<file path="config.mk">
export PLATFORM = sky130hd
export DESIGN_NAME = lvda_pio_sequencer
export DESIGN_NICKNAME = d
export VERILOG_FILES = /design/src/rtl/lvda_pio_sequencer.sv
export SDC_FILE = /design/constraint.sdc
export NUM_CORES = 1
export LEC_CHECK = 0
export CORE_MARGIN = 2
export CORE_UTILIZATION = 50
export CTS_BUF_LIST = sky130_fd_sc_hd__clkbuf_4
export CTS_CLUSTER_DIAMETER = 100
export DETAILED_ROUTE_END_ITERATION = 16
export PLACE_DENSITY = 0.8
export SETUP_SLACK_MARGIN = 0.02
export SLEW_MARGIN = 15
export SYNTH_ARGS = -nofsm -noshare
export SYNTH_HDL_FRONTEND = slang
export SYNTH_SLANG_ARGS = --single-unit
</file>
<file path="constraint.sdc">
create_clock -name SIM_CLK -period 3.3 [get_ports SIM_CLK]
set_input_delay 0.825 -clock SIM_CLK [delete_from_list [all_inputs] [get_ports SIM_CLK]]
set_output_delay 0.825 -clock SIM_CLK [all_outputs]
set_load 0.05 [all_outputs]
</file>
<file path="src/rtl/lvda_pio_sequencer.sv">
// LVDA PIO address-decode sequencer: round-robin arbitration between the CPU and DCA ports,
// then a fixed SETUP/X3/W8/Y8 strobe sequence per granted command.
module lvda_pio_sequencer #(
    parameter int unsigned PHASE_CYC = 2
) (
    input  logic       SIM_CLK,
    input  logic       SIM_RST,
    input  logic       CPU_REQ,
    input  logic [4:0] CPU_ADDR,
    input  logic       CPU_RD,
    input  logic       DCA_REQ,
    input  logic [4:0] DCA_ADDR,
    input  logic       DCA_RD,
    output logic       CPU_ACK,
    output logic       DCA_ACK,
    output logic       ADV,
    output logic [4:0] ADR_DV,
    output logic [4:0] ADR_DVN,
    output logic       DARA,
    output logic       DARO,
    output logic       X3,
    output logic       W8,
    output logic       Y8,
    output logic       BUSY,
    output logic       GNT_DCA
);

    typedef enum logic [2:0] {
        StIdle,
        StArb,
        StSetup,
        StX3,
        StW8,
        StY8,
        StRel
    } state_e;

    localparam logic [3:0] Reload = 4'(PHASE_CYC - 1);

    state_e     state_q, state_d;
    logic [3:0] cnt_q, cnt_d;
    logic [4:0] addr_q, addr_d;
    logic       rd_q, rd_d;
    logic       gnt_q, gnt_d;
    logic       prio_q, prio_d;
    logic       win;

    logic       adv_q, adv_d;
    logic [4:0] dv_q, dv_d;
    logic [4:0] dvn_q, dvn_d;
    logic       dara_q, dara_d;
    logic       daro_q, daro_d;
    logic       x3_q, x3_d;
    logic       w8_q, w8_d;
    logic       y8_q, y8_d;
    logic       busy_q, busy_d;
    logic       cpu_ack_q, cpu_ack_d;
    logic       dca_ack_q, dca_ack_d;
    logic       strobe_on;

    always_comb begin
        state_d = state_q;
        cnt_d   = cnt_q;
        addr_d  = addr_q;
        rd_d    = rd_q;
        gnt_d   = gnt_q;
        prio_d  = prio_q;
        win     = 1'b0;
        unique case (state_q)
            StIdle: begin
                if (CPU_REQ || DCA_REQ) state_d = StArb;
            end
            StArb: begin
                // prio_q set means DCA wins a tie; it always points away from the last winner
                win     = DCA_REQ && (!CPU_REQ || prio_q);
                gnt_d   = win;
                prio_d  = !win;
                addr_d  = win ? DCA_ADDR : CPU_ADDR;
                rd_d    = win ? DCA_RD : CPU_RD;
                cnt_d   = Reload;
                state_d = StSetup;
            end
            StSetup, StX3, StW8, StY8: begin
                if (cnt_q != 4'd0) begin
                    cnt_d = cnt_q - 4'd1;
                end else begin
                    cnt_d = Reload;
                    case (state_q)
                        StSetup: state_d = StX3;
                        StX3:    state_d = StW8;
                        StW8:    state_d = StY8;
                        default: begin
                            state_d = StRel;
                            cnt_d   = 4'd0;
                        end
                    endcase
                end
            end
            StRel: begin
                state_d = StIdle;
            end
            default: begin
                state_d = StIdle;
            end
        endcase
    end

    // Outputs are decoded from next-state values and registered, so they align with the state.
    always_comb begin
        adv_d     = state_d inside {StSetup, StX3, StW8, StY8};
        strobe_on = state_d inside {StX3, StW8, StY8};
        dv_d      = adv_d ? addr_d : 5'd0;
        dvn_d     = adv_d ? ~addr_d : 5'd0;
        dara_d    = strobe_on && !rd_d;
        daro_d    = strobe_on && rd_d;
        x3_d      = state_d == StX3;
        w8_d      = state_d == StW8;
        y8_d      = state_d == StY8;
        busy_d    = state_d != StIdle;
        cpu_ack_d = (state_d == StRel) && !gnt_d;
        dca_ack_d = (state_d == StRel) && gnt_d;
    end

    always_ff @(posedge SIM_CLK or negedge SIM_RST) begin
        if (!SIM_RST) begin
            state_q   <= StIdle;
            cnt_q     <= 4'd0;
            addr_q    <= 5'd0;
            rd_q      <= 1'b0;
            gnt_q     <= 1'b0;
            prio_q    <= 1'b0;
            adv_q     <= 1'b0;
            dv_q      <= 5'd0;
            dvn_q     <= 5'd0;
            dara_q    <= 1'b0;
            daro_q    <= 1'b0;
            x3_q      <= 1'b0;
            w8_q      <= 1'b0;
            y8_q      <= 1'b0;
            busy_q    <= 1'b0;
            cpu_ack_q <= 1'b0;
            dca_ack_q <= 1'b0;
        end else begin
            state_q   <= state_d;
            cnt_q     <= cnt_d;
            addr_q    <= addr_d;
            rd_q      <= rd_d;
            gnt_q     <= gnt_d;
            prio_q    <= prio_d;
            adv_q     <= adv_d;
            dv_q      <= dv_d;
            dvn_q     <= dvn_d;
            dara_q    <= dara_d;
            daro_q    <= daro_d;
            x3_q      <= x3_d;
            w8_q      <= w8_d;
            y8_q      <= y8_d;
            busy_q    <= busy_d;
            cpu_ack_q <= cpu_ack_d;
            dca_ack_q <= dca_ack_d;
        end
    end

    assign CPU_ACK = cpu_ack_q;
    assign DCA_ACK = dca_ack_q;
    assign ADV     = adv_q;
    assign ADR_DV  = dv_q;
    assign ADR_DVN = dvn_q;
    assign DARA    = dara_q;
    assign DARO    = daro_q;
    assign X3      = x3_q;
    assign W8      = w8_q;
    assign Y8      = y8_q;
    assign BUSY    = busy_q;
    assign GNT_DCA = gnt_q;

endmodule

</file>
Yosys cells after proc, flatten, opt, wreduce, memory -nomap -nowiden
Cells that the tools add are included.
{ "word_totals": {"regBits": 34, "out_inout_bits": 20} }
{ "op_classes": {"reduce_logical": 19, "bitwise_logic": 1, "n_eq_ne": 10, "addsub": 1, "muxes": 14} }
{ "op_table": {"columns": ["cell", "count"], "rows": [
  ["5-bit two-way mux", 4],
  ["3-bit one-hot mux with 3 select lines", 2],
  ["3-bit == test, second input constant", 5],
  ["3-bit by 2-bit == test with 1-bit output, second input constant", 4],
  ["4-bit one-hot mux with 2 select lines", 1],
  ["4-bit nonzero test", 2],
  ["3-bit two-way mux", 2],
  ["3-bit nonzero test", 2],
  ["1-bit logical AND", 5],
  ["5-bit NOT", 1],
  ["1-bit logical NOT", 4],
  ["1-bit two-way mux", 4],
  ["4-bit two-way mux", 1],
  ["4-bit OR reduction", 1],
  ["4-bit by 1-bit subtractor with 4-bit output, second input constant", 1],
  ["3-bit by 1-bit == test with 1-bit output, second input constant", 1],
  ["3-bit logical NOT", 1],
  ["3-bit OR reduction", 1],
  ["1-bit logical OR", 2],
  ["2-bit nonzero test", 1]
]} }

Depth between registers and ports, before layout
Gate-level depths: netlist (run 1).
{ "depth": {"depth_word": 7, "ltp_mapped": 6, "depth_no_buf": 6} }

Least setup slack after synthesis (run 1)
Ideal clock, no wire load.
{ "synth_timing": {"kind": "input -> register", "from": "in DCA_REQ", "to": "reg dv_q[2] (netlist: ADR_DV[2])", "t_arrival_ns": 1.664, "cell_stages": 5, "t_required_ns": 3.180, "path_buffers": 1, "setup_slack_ns": 1.516, "path_cell_list": "clkbuf_1 -> inv_1 -> o21ai_0 -> a31oi_2 -> and3_1"} }
{ "synth_between": {"elab_cells_between_ends": 12, "cone_classes": "eq/ne (4); mux (5); reduce/logical (3)"} }
{ "synth_rtl": {"columns": ["element", "line", "source"], "rows": [
  ["start: declaration", "11", "input logic DCA_REQ,"],
  ["1-bit logical AND", "75", "win = DCA_REQ && (!CPU_REQ || prio_q);"],
  ["5-bit two-way mux", "78", "addr_d = win ? DCA_ADDR : CPU_ADDR;"],
  ["5-bit two-way mux", "69", "unique case (state_q)"],
  ["named net addr_d[2]", "42", "logic [4:0] addr_q, addr_d;"],
  ["5-bit two-way mux", "112", "dv_d = adv_d ? addr_d : 5'd0;"],
  ["named net dv_d[2]", "49", "logic [4:0] dv_q, dv_d;"],
  ["end signal: assignment", "151", "dv_q <= dv_d;"],
  ["end: declaration", "49", null]
]} }
The timed path passes the listed nets, and every way through them passes these cells.
A chain may end at the register's enable or synchronous reset.

Worst setup path in the final report (run 1)
{ "layout_timing": {"from": "reg gnt_q (netlist: GNT_DCA)", "to": "out GNT_DCA"} }
{ "layout_rtl": {"columns": ["element", "line", "source"], "rows": [
  ["start: declaration", "44", "logic gnt_q, gnt_d;"],
  ["start signal: assignment", "148", "gnt_q <= gnt_d;"],
  ["end: declaration", "25", "output logic GNT_DCA"]
]} }
No word-level cell between the ends.

==> metrics.txt, run 1 <==
Reg2Reg Depth 4; gr busiest metal met2; worst setup margin 963.5 ps; CTS buffer count 5; routed wire length 2896 um; outcome complete, no violations; layout cells sized above 1 10.50%; Slew HR 52.59%; n_diodes 0; dpl hpwl 2039 um; largest net degree at the start of global routing 35; Hold EP CPU_ACK$_DFF_PN0_; GRT Overall Usage 18.21%; Reg clk slew, reported paths 100 ps; Netlist Area Pre-Place 1521 um^2; Port Buffers 35; Avg Inst Size Synth 10.57 um^2; Hold WS 479.3 ps; CP Class reg -> out; worst reg2reg endpoint ADR_DV[1]$_DFF_PN0_; Die H 59.16 um; Hold Buf Count CTS 0; Reg-to-Reg Start state_q[1]$_DFF_PN0_; global-route wire length before repair 4726 um; WL per Instance 13.53 um; grt met2 use 27.94%; Area growth syn-to-layout 27.22%; ys flop type dfrtp_1; Clock Skew 21.81 ps; Max Fclk 428.0 MHz; WP buf/inv 1; die area 3500 um^2; number of global-route vias before repair 1074; Cells after Synth 144; CTS tree done; M1 GR Usage 24.82%; Final period util 70.80%; CP cell instances clkdlybuf4s50_1; worst slack, placed 964.4 ps; final hold vios 0; filler cell count 231; register bit total from synthesis 34; final antenna-violating net count 0; DRC viols 0; final core utilization 65.00%; Top Family by Delay on Critical Path buffers and inverters; final-report max-slew violation count 0; Vias 1178; critical path endpoint category primary output; Die W 59.16 um; Slew @ Worst Pin 710.4 ps; H-tree levels 2; min cycle time layout 2336 ps; WP data required 2470 ps; Ports 36; Max FO, Critical Path 3; nature of the critical path startpoint register; initial core utilization 51.09%; std cell rows 20; Post-CTS Setup Inserts 0; register area share after synthesis 55.92%; RSZ-0062 raised after global routing false; via count normalized by instance count 5.505; DRT iter0 DRCs 23; Max clock buf depth 2; class of the worst hold path reg -> reg; Worst Setup SP GNT_DCA$_DFF_PN0_; Final setup violation count 0; ys async rst share 100.0%; Core Region 2978 um^2; DRT Pass-1 Iters 4; leak pwr 0.7986 nW; EDFF count, synth 0; Max stage delay on crit path 810 ps; Mapped Nets 161; CP Depth 1; final net count 197; Max Cap Viol 0; Root Buffer clkbuf_4; Power Dens Cells 1074 nW/um^2; Fin Setup TNS 0 ps; GPL Wtd Cong 0.8697; Worst Hold Path Cells 1; GRT met3 Usage 5.459%; initial antenna violation count 0; Worst VDD drop 0.0006392 V; Synth cell types 35; Clock Latency Late Sink 340 ps; Critical Path Slowest Stage Cell clkdlybuf4s50_1; arrival time worst endpoint 1510 ps; Clock Sinks 34; grt total ovfl 0; CTS resizes 0; YS warnings 0; reg2reg setup slack 1380 ps; Hold Crit Start GNT_DCA$_DFF_PN0_
[logic make-up after synthesis]
logic type               share of synthesized area [%]
flip-flops                                       55.92
AO/OA/AOI/OAI                                    16.04
AND/OR/NAND/NOR                                  21.30
XOR/XNOR                                        0.5758
multiplexers                                    0.6579
adder cells (fa/ha/maj)                          1.480
buffers and inverters                            4.029
[stage by stage]
step                power [mW]  area (um^2)  instances
finish                   2.079         1936        214
floorplan                1.565         1521        144
global route             2.225         1936        214
global placement         1.833         1882        206
CTS                      2.092         1936        214
detailed placement       1.863         1882        206
[sequential cells by signal, summed over array words and instances, names as in the netlist, 3 cells and up]
register / flops
ADR_DVN: 5
ADR_DV: 5
addr_q: 5
cnt_q: 4
state_q: 3
[final cells by class]
cell class	count	area [um^2]	share of cell area, %
clock inverters	2	8.758	0.4525
inverters	6	22.52	1.164
flip-flops and latches	34	850.8	43.96
repair buffers	36	357.8	18.49
clock buffers	6	45.04	2.327
well taps	33	41.29	2.133
multi-input cells	97	609.3	31.48
[cells in the mapped netlist (2+ instances only)]
cell type / count / share of area [%]
a32oi_1: 2 / 1.2
nor3b_4: 2 / 2.5
nand3_1: 7 / 2.3
nand2b_1: 3 / 1.2
o21ai_0: 13 / 4.3
nor2_1: 23 / 5.7
buf_2: 4 / 1.3
o21a_1: 2 / 0.99
nand2_1: 5 / 1.2
a21oi_1: 2 / 0.66
or3_1: 2 / 0.82
inv_1: 6 / 1.5
dfrtp_1: 34 / 56
nor2b_1: 8 / 3.3
nor3_1: 6 / 2.0
a31oi_2: 6 / 4.9
[routing by layer]
metal | vias to the layer above | part of all wire [%]
met1 | 564 | 45
met3 | 4 | 4.5
li1 | 575 | -
met5 | - | 0
met4 | 0 | 1.2
met2 | 35 | 49
[how the worst max path moves through the flow]
stage	slack, ps	end
floorplan	1520	ADR_DV[2]$_DFF_PN0_
global placement	1020	DARO$_DFF_PN0_
global route	890	GNT_DCA
finish	960	GNT_DCA
detailed placement	960	ADR_DV[3]$_DFF_PN0_
CTS	940	GNT_DCA
[where the power goes]
part / internal, mW / leakage, nW / switching [mW]
sequential: 0.594 / 0.416 / 0.148
combinational: 0.423 / 0.349 / 0.686
clock: 0.0883 / 0.0331 / 0.140
total: 1.11 / 0.799 / 0.974
[cells in the final DEF, fill, tap and decap left out, types with 2 or more instances in the layout]
master           count
dfrtp_1             34
nand3_1              7
a32oi_1              2
a31oi_2              6
nand2_1              5
o21a_1               2
nor2_1              23
clkdlybuf4s50_1     35
nor3b_4              2
clkbuf_4             6
a21oi_1              2
nand2b_1             3
o21ai_0             13
nor2b_1              8
or3_1                2
inv_1                6
nor3_1               6
Power figures use the tool's default switching activity.
==> run 2: changes to the inputs <==
clock period = 2.4 ns   (was 3.3 ns; I/O delays follow)
==> run 2 against run 1 <==
Clock skew decreased by 11 ps. Sequential power increased by 34%. Utilization increased by 0.76 points. Critical path depth unchanged. Largest cell class unchanged. Largest power group unchanged. Via count decreased by 0.85%. Total power increased by 40%. Critical endpoint unchanged. Combinational power increased by 44%. Setup slack got worse by 680 ps. Clock-buffer cell count decreased by 1.
==> metrics.txt, run 2 (synthesized netlist as in run 1, its figures left out) <==
arrival time worst endpoint 1510 ps; filler cell count 235; class of the worst hold path reg -> reg; Clock Latency Late Sink 340 ps; Worst Hold Path Cells 1; worst reg2reg endpoint ADR_DV[2]$_DFF_PN0_; Max Fclk 473.2 MHz; Port Buffers 35; Top Family by Delay on Critical Path buffers and inverters; Final setup violation count 0; fin cells 217; Max Cap Viol 0; Final period util 88.05%; Clock Skew 11.26 ps; grt total ovfl 0; CP Class reg -> out; CP Depth 1; placed cell count 209; min cycle time layout 2113 ps; most common cell after layout, fill and taps aside clkdlybuf4s50_1; CP cell instances clkdlybuf4s50_1; Area growth syn-to-layout 28.70%; Hold Buf Count CTS 0; Slew HR 53.19%; CTS tree done; GPL Wtd Cong 0.8114; Root Buffer clkbuf_4; final-report max-slew violation count 0; final net count 200; most frequent cells in the layout 35 x clkdlybuf4s50_1, 34 x dfrtp_1, 23 x nor2_1; Reg-to-Reg Start state_q[2]$_DFF_PN0_; global-route wire length before repair 4988 um; Die H 59.16 um; dpl hpwl 2120 um; GRT Overall Usage 19.56%; n_diodes 0; Vias 1168; Hold WS 458.2 ps; final hold vios 0; Clock Sinks 34; WP buf/inv 1; Core Region 2978 um^2; die area 3500 um^2; Reg area 850.8 um^2; initial core utilization 51.09%; Ports 36; reg2reg setup slack 510 ps; Hold EP CPU_ACK$_DFF_PN0_; Post-CTS Setup Inserts 0; Multi-input gate area 609.3 um^2; CTS resizes 0; nature of the critical path startpoint register; number of global-route vias before repair 1101; via count normalized by instance count 5.382; Reg clk slew, reported paths 100 ps; Hold Crit Start GNT_DCA$_DFF_PN0_; layout cells sized above 1 11.96%; Reg2Reg Depth 4; Critical Path Slowest Stage Cell clkdlybuf4s50_1; leak pwr 0.8090 nW; Finished Cell Area 1958 um^2; Max stage delay on crit path 800 ps; critical path endpoint category primary output; std cell rows 20; RSZ-0062 raised after global routing false; Worst VDD drop 0.0008079 V; H-tree levels 2; WP data required 1800 ps; WL per Instance 14.12 um; final antenna-violating net count 0; largest net degree at the start of global routing 35; outcome complete, no violations; Fin Setup TNS 0 ps; Slew @ Worst Pin 701.3 ps; routed wire length 3063 um; CTS buffer count 5; DRT iter0 DRCs 28; Max FO, Critical Path 3; initial antenna violation count 0; DRC viols 0; Max clock buf depth 2; Power Dens Cells 1481 nW/um^2; DRT Pass-1 Iters 4; dpl cell area 1904 um^2; Die W 59.16 um
-- run 2: cell count changes in the layout (fill, tap and decap cells not counted) --
cell        before  now
buf_4            1    4
clkbuf_4         6    5
clkinvlp_4       0    1
-- run 2: per-stage QoR --
step / setup slack [ps] / util, % / power, mW
global placement: 373.2 / 63.95 / 2.549
detailed placement: 334.8 / 63.95 / 2.601
CTS: 269.4 / 65.76 / 2.914
global route: 227.2 / 65.76 / 3.098
floorplan: 841.1 / - / 2.151
finish: 286.9 / 65.76 / 2.901
-- run 2: cell type report --
class | count | share of cell area (%)
Sequential cell | 34 | 43.45
Multi-Input combinational cell | 97 | 31.12
Timing Repair Buffer | 39 | 19.42
Tap cell | 33 | 2.109
Clock buffer | 5 | 1.917
Inverter | 6 | 1.150
Clock inverter | 3 | 0.8307
-- run 2: routing by layer --
metal	share of wire [%]	global-route usage, %	vias to the layer above	wire (um)
met5	0	0	-	0
met4	2.3	11.36	0	69
met2	50	30.16	24	1527
li1	-	-	581	-
met1	45	25.71	556	1366
met3	3.3	3.712	7	100
-- run 2: how the worst max path moves through the flow --
stage               slack [ps]               from                   to
CTS                        270  GNT_DCA$_DFF_PN0_              GNT_DCA
detailed placement         330            CPU_REQ  ADR_DV[1]$_DFF_PN0_
global route               230  GNT_DCA$_DFF_PN0_              GNT_DCA
global placement           370            CPU_REQ  ADR_DV[2]$_DFF_PN0_
floorplan                  840            DCA_REQ  ADR_DV[2]$_DFF_PN0_
finish                     290  GNT_DCA$_DFF_PN0_              GNT_DCA
-- run 2: power by group --
part	internal (mW)	leakage (nW)	switching [mW]
clock network	0.109	0.0286	0.196
registers	0.817	0.416	0.176
logic	0.604	0.364	0.999
total	1.53	0.809	1.37
